## src/rtl/morse_pulse_classifier.sv

```systemverilog
// Measures keyed mark/space durations against dit/dah/word windows and emits DIT/DAH/LETTER_END/WORD_END/ERR.
// Optional input glitch filter: define MORSE_GLITCH_FILTER_EN.
`ifndef PULSE_CNT_W
`define PULSE_CNT_W 16
`endif

module morse_pulse_classifier #(
    parameter int CNT_W        = `PULSE_CNT_W,
    parameter int GLITCH_TICKS = 2
) (
    input  logic             clk,
    input  logic             rst,
    input  logic             ce,
    input  logic             tick,
    input  logic             sig_in,
    input  logic             cfg_ready,
    input  logic [CNT_W-1:0] dit_time,
    input  logic [CNT_W-1:0] dah_time,
    input  logic [CNT_W-1:0] word_time,
    input  logic [CNT_W-1:0] tol_time,
    output logic             sym_valid,
    output logic [2:0]       sym_code,
    output logic             busy
);

    typedef enum logic [1:0] {IDLE, MARK, SPACE} state_t;
    typedef enum logic [2:0] {
        SYM_DIT        = 3'd0,
        SYM_DAH        = 3'd1,
        SYM_LETTER_END = 3'd2,
        SYM_WORD_END   = 3'd3,
        SYM_ERR        = 3'd4
    } sym_t;

    function automatic logic [CNT_W-1:0] sat_sub(input logic [CNT_W-1:0] a, input logic [CNT_W-1:0] b);
        return (a >= b) ? a - b : '0;
    endfunction

    function automatic logic [CNT_W-1:0] sat_add(input logic [CNT_W-1:0] a, input logic [CNT_W-1:0] b);
        logic [CNT_W:0] s;
        s = {1'b0, a} + {1'b0, b};
        return s[CNT_W] ? '1 : s[CNT_W-1:0];
    endfunction

    logic sig_lvl;

`ifdef MORSE_GLITCH_FILTER_EN
    localparam int GW = $clog2(GLITCH_TICKS + 1);
    logic          sig_filt;
    logic [GW-1:0] glitch_cnt;

    // Both edges wait the same number of ticks, so measured durations are preserved.
    always_ff @(posedge clk) begin
        if (rst) begin
            sig_filt   <= 1'b0;
            glitch_cnt <= '0;
        end else if (ce) begin
            if (sig_in == sig_filt) begin
                glitch_cnt <= '0;
            end else if (tick) begin
                if (glitch_cnt == GW'(GLITCH_TICKS - 1)) begin
                    sig_filt   <= sig_in;
                    glitch_cnt <= '0;
                end else begin
                    glitch_cnt <= glitch_cnt + 1'b1;
                end
            end
        end
    end

    assign sig_lvl = sig_filt;
`else
    logic unused_glitch_ticks;
    assign unused_glitch_ticks = (GLITCH_TICKS != 0);
    assign sig_lvl = sig_in;
`endif

    state_t           state, state_nxt;
    logic [CNT_W-1:0] cnt, cnt_nxt, cnt_inc;
    logic [CNT_W-1:0] sh_dit, sh_dah, sh_word, sh_tol;
    logic             letter_pending, lp_nxt;
    logic             emit;
    sym_t             emit_code;

    logic [CNT_W-1:0] dit_lo, dit_hi, dah_lo, dah_hi, word_thr;

    assign dit_lo   = sat_sub(sh_dit, sh_tol);
    assign dit_hi   = sat_add(sh_dit, sh_tol);
    assign dah_lo   = sat_sub(sh_dah, sh_tol);
    assign dah_hi   = sat_add(sh_dah, sh_tol);
    assign word_thr = sat_sub(sh_word, sh_tol);
    assign cnt_inc  = (cnt == '1) ? cnt : cnt + 1'b1;
    assign busy     = (state != IDLE);

    // NOTE: every output of this block is given a default first so no path can infer a latch.
    always_comb begin
        state_nxt = state;
        cnt_nxt   = cnt;
        lp_nxt    = letter_pending;
        emit      = 1'b0;
        emit_code = SYM_DIT;
        unique case (state)
            IDLE: begin
                if (cfg_ready && sig_lvl) begin
                    state_nxt = MARK;
                    cnt_nxt   = '0;
                end
            end
            MARK: begin
                if (!sig_lvl) begin
                    emit      = 1'b1;
                    cnt_nxt   = '0;
                    state_nxt = SPACE;
                    if (cnt >= dit_lo && cnt <= dit_hi) begin
                        emit_code = SYM_DIT;
                        lp_nxt    = 1'b1;
                    end else if (cnt >= dah_lo && cnt <= dah_hi) begin
                        emit_code = SYM_DAH;
                        lp_nxt    = 1'b1;
                    end else begin
                        emit_code = SYM_ERR;
                    end
                end else if (tick) begin
                    cnt_nxt = cnt_inc;
                end
            end
            SPACE: begin
                if (sig_lvl) begin
                    state_nxt = MARK;
                    cnt_nxt   = '0;
                end else if (tick) begin
                    cnt_nxt = cnt_inc;
                    // Word gap takes precedence when both thresholds land on the same tick.
                    if (cnt_inc >= word_thr) begin
                        emit      = 1'b1;
                        emit_code = SYM_WORD_END;
                        lp_nxt    = 1'b0;
                        cnt_nxt   = '0;
                        state_nxt = IDLE;
                    end else if (letter_pending && cnt_inc >= dah_lo) begin
                        emit      = 1'b1;
                        emit_code = SYM_LETTER_END;
                        lp_nxt    = 1'b0;
                    end
                end
            end
            default: state_nxt = IDLE;
        endcase
    end

    // NOTE: sequential state uses non-blocking assignments so every register samples pre-edge values.
    always_ff @(posedge clk) begin
        if (rst) begin
            state          <= IDLE;
            cnt            <= '0;
            letter_pending <= 1'b0;
            sym_valid      <= 1'b0;
            sym_code       <= 3'd0;
            sh_dit         <= '0;
            sh_dah         <= '0;
            sh_word        <= '0;
            sh_tol         <= '0;
        end else if (ce) begin
            state          <= state_nxt;
            cnt            <= cnt_nxt;
            letter_pending <= lp_nxt;
            sym_valid      <= emit;
            if (emit) sym_code <= emit_code;
            if (state == IDLE && cfg_ready) begin
                sh_dit  <= dit_time;
                sh_dah  <= dah_time;
                sh_word <= word_time;
                sh_tol  <= tol_time;
            end
        end
    end

endmodule
```

## config.mk

```make
export PLATFORM = sky130hd
export DESIGN_NAME = morse_pulse_classifier
export DESIGN_NICKNAME = d
export VERILOG_FILES = /design/src/rtl/morse_pulse_classifier.sv
export SDC_FILE = /design/constraint.sdc
export NUM_CORES = 1
export LEC_CHECK = 0
export CAP_MARGIN = 40
export CORE_MARGIN = 3
export CORE_UTILIZATION = 54
export DETAILED_ROUTE_END_ITERATION = 6
export PLACE_DENSITY = 0.78
export SYNTH_ARGS = -nofsm -noshare
export SYNTH_HDL_FRONTEND = slang
export SYNTH_SLANG_ARGS = --single-unit
```

## constraint.sdc

```tcl
create_clock -name clk -period 5.23 [get_ports clk]
set_input_delay 1.569 -clock clk [delete_from_list [all_inputs] [get_ports clk]]
set_output_delay 1.569 -clock clk [all_outputs]
set_load 0.01 [all_outputs]
```

==> impl_metrics.csv <==
group,metric,value,unit
status,status,"completed",
timing,max_freq,201.9,MHz
synthesis,yosysSeqAreaShare,18.55,%
layout,design_area,0.01070,mm^2
timing,hold_viol,0,
placed_design,gp_congestion,0.9487,
die,placementRows,47,
global_routing,track_usage,28.23,%
timing,skew,0.004544,ns
clocking,clockBufferDepth,2,
critical_path,worstPathMaxFanout,14,
clocking,cts.clk_slew.worst_paths,0.06,ns
critical_path,start_kind,"register",
timing,holdWs,0.4667,ns
timing,report.final.slew_viol_count,0,
synthesis,netlist-cell-type-count,73,
critical_path,crit_chain,"inv_1, buf_4, fa_1, o21bai_1, a21oi_1, o21ai_1, a311oi_1, o21ai_2, a221oi_4, o31ai_2, buf_4, nor2_1, ha_1, nand4_1, nor4_1, a21bo_2, o211ai_1, a21boi_1, o21ai_1, and4b_1, o221a_2",
critical_path,slowest_delay,0.43,ns
power_and_ir_drop,p_int,1597,uW
power_and_ir_drop,p_clk_share,25.5,%
synthesis,synth_area,0.009392,mm^2
timing,tightest_slew,0.7302,ns
placed_design,port-buffer-count,74,
critical_path,slowest_stage,"fa_1",
layout,layout_common_cells,"nand2_1 (223), ha_1 (182), a21oi_1 (142), dfxtp_1 (86), clkdlybuf4s50_1 (73)",
min_path,worst_hold_path.num_cells,2,
critical_path,rr_startpoint,"sh_tol[1]",
global_routing,grt.overflow.total,0,
critical_path,reg2reg_slack,0.28,ns
die,core,0.01682,mm^2
critical_path,worstPathRequired,5.48,ns
synthesis,synth-edff-count,0,
die,fp.dieW,137.9,um
synthesis,async_reset_ff_share,0,%
die,start_util,55.84,%
clocking,cts_root_buf,"clkbuf_16",
power_and_ir_drop,cellPowerDensity,245.6,mW/mm^2
placed_design,dpl_cell_area,0.01034,mm^2
synthesis,ys_seq_elements,87,
global_routing,grt_max_degree,72,
synthesis,synth_ff_type,"dfxtp_1",
global_routing,grt_pass1_vias,8217,
synthesis,avgSynthCellArea,7.604,um^2
route,drt_iter0_markers,838,
clocking,clkSinkCount,87,
critical_path,worstSetupStartpoint,"sh_tol[1]",
critical_path,cp.arrival,5.20,ns
synthesis,netlist_instances,1235,
clocking,clk_latency,0.36,ns
layout,antenna_cells,0,
global_routing,antenna_found_initial,0,
die,io_pins,75,
route,first_pass_iters,5,
route,wl_per_cell,17.81,um
power_and_ir_drop,comb_power_share,47.0,%
power_and_ir_drop,switching_power,1031,uW
job,maxCapViolations,0,
min_path,hold_class,"reg2reg",
route,vias,9095,
clocking,cts-buffers-inserted,9,
critical_path,rr_endpoint,"letter_pending",
global_routing,grt_pass1_wl,42350,um
power_and_ir_drop,seq_power_share,27.6,%
min_path,holdPathEnd,"sh_word[3]",
synthesis,synth_nets,1492,
die,dieArea,0.01901,mm^2
power_and_ir_drop,max-vdd-ir-drop,0.2101,mV
route,drc,0,
critical_path,endpoint_kind,"register",
min_path,min_from,"sh_word[3]",
layout,n_fill_cell,1533,
layout,syn2layout_area_growth,13.92,%
power_and_ir_drop,power_leakage,0.004746,uW
power_and_ir_drop,sw_frac_of_total,39.22,%
route,drtAntennaViolNets,0,
timing,setup_viol,0,
clocking,cts_tree,"done",
layout,layout.nets,1554,
route,routed_wl,27110,um
placed_design,hpwl,21690,um
critical_path,rr_worst_depth,21,
timing,layout_worst_path_cycle_share,94.71,%
layout,final_layout_size_suffix_gt1_share,5.300,%
route,via_per_inst,5.976,
timing,maxSlewHeadroom,51.32,%
clocking,postCtsSetupRepairBufs,0,
critical_path,crit_type,"reg2reg",
clocking,htree_levels,3,
layout,final_common_cell,"nand2_1",
synthesis,ys_warn_count,0,
die,die_h,137.9,um
timing,final.min_clock_period,4.953,ns
## state kept, by name, summed over array words and instances, names as in the netlist, 2 cells and up
signal,cells
sh_word,16
sym_code,3
sh_tol,16
sh_dit,16
sh_dah,16
state,2
cnt,16
## worst max-delay path: cells and delay by family (launching register included)
family	cells	cell delay, ns
buf+inv	3	0.61
compound gates	12	2.35
flops	1	0.39
simple gates	4	0.75
fa+ha+maj	2	0.75
## Yosys cell counts (all sizes together), types with 6 or more instances
cell type,n,area [um^2]
nor2b,18,112.6
a21o,22,165.2
nand3,29,145.1
nand4,21,131.4
nor2,72,270.3
o21ai,41,209.0
dfxtp,87,1742
ha,182,2277
xnor2,52,455.4
xor2,18,157.7
clkbuf,33,143.9
o211ai,11,82.58
nor3,26,130.1
a22o,12,105.1
o21bai,10,75.07
a21oi,145,729.5
and3,11,70.07
inv,69,259.0
nand2b,8,50.05
o21a,13,97.59
nand2,223,837.1
and4,11,96.34
a31oi,17,106.4
a211oi,8,60.06
buf,11,68.81
o31ai,6,55.05
## kinds of logic after synthesis
family          synth area share [%]
simple gates                   21.53
compound gates                 22.50
fa+ha+maj                      25.31
buf+inv                        5.369
flops                          18.55
xor+xnor                       6.528
mux                           0.2132
## layout make-up
| cell class | count | area, um^2 | area share [%] |
|---|---|---|---|
| clock inverter | 5 | 57.56 | 0.5379 |
| sequential | 87 | 1743 | 16.29 |
| tap | 220 | 275.3 | 2.573 |
| clock buffer | 11 | 242.7 | 2.269 |
| inverter | 69 | 259.0 | 2.421 |
| multi-input combinational | 1034 | 7208 | 67.37 |
| timing repair buffer | 96 | 913.4 | 8.537 |
## how the worst max path moves through the flow
| stage | endpoint | cells past startpoint | slack [ns] |
|---|---|---|---|
| after floorplan | cnt[2] | 22 | 0.37 |
| after global placement | letter_pending | 21 | 0.16 |
| after detailed placement | cnt[2] | 20 | 0.004 |
| after CTS | letter_pending | 21 | 0.05 |
| after global routing | sym_code[0] | 19 | -0.007 |
| final | letter_pending | 21 | 0.28 |
## power groups by stage
stage | Clock (uW) | Combinational [uW] | Sequential, uW
after global placement | 0 | 1150 | 737
final | 669 | 1230 | 724
after global routing | 697 | 1370 | 727
after detailed placement | 0 | 1180 | 738
after floorplan | 0 | 887 | 726
after CTS | 671 | 1190 | 723
## routing by layer
metal	wire length (um)	vias up	track usage, %
li1	-	4531	-
met1	12750	4096	41.78
met2	11280	406	41.73
met3	2023	62	3.229
met4	1059	0	10.98
met5	0	-	0
## timing repair
action	in CTS	in global routing
pin swaps	0	2
endpoints found under the setup margin	14	23
hold buffers	0	0
gates resized for setup	2	14
## through the flow
step	setup TNS, ns	total power (uW)	std cells	util [%]	worst slack, ns
2_1_floorplan	0	1613	1235	-	0.3674
3_3_place_gp	0	1885	1504	61.32	0.1605
3_5_place_dp	0	1915	1506	61.49	0.004146
4_1_cts	0	2585	1522	63.31	0.05263
5_1_grt	-0.01206	2796	1522	63.61	-0.007389
6_report	0	2627	1522	63.61	0.2765
No activity file was read; power rests on OpenSTA's default activity.
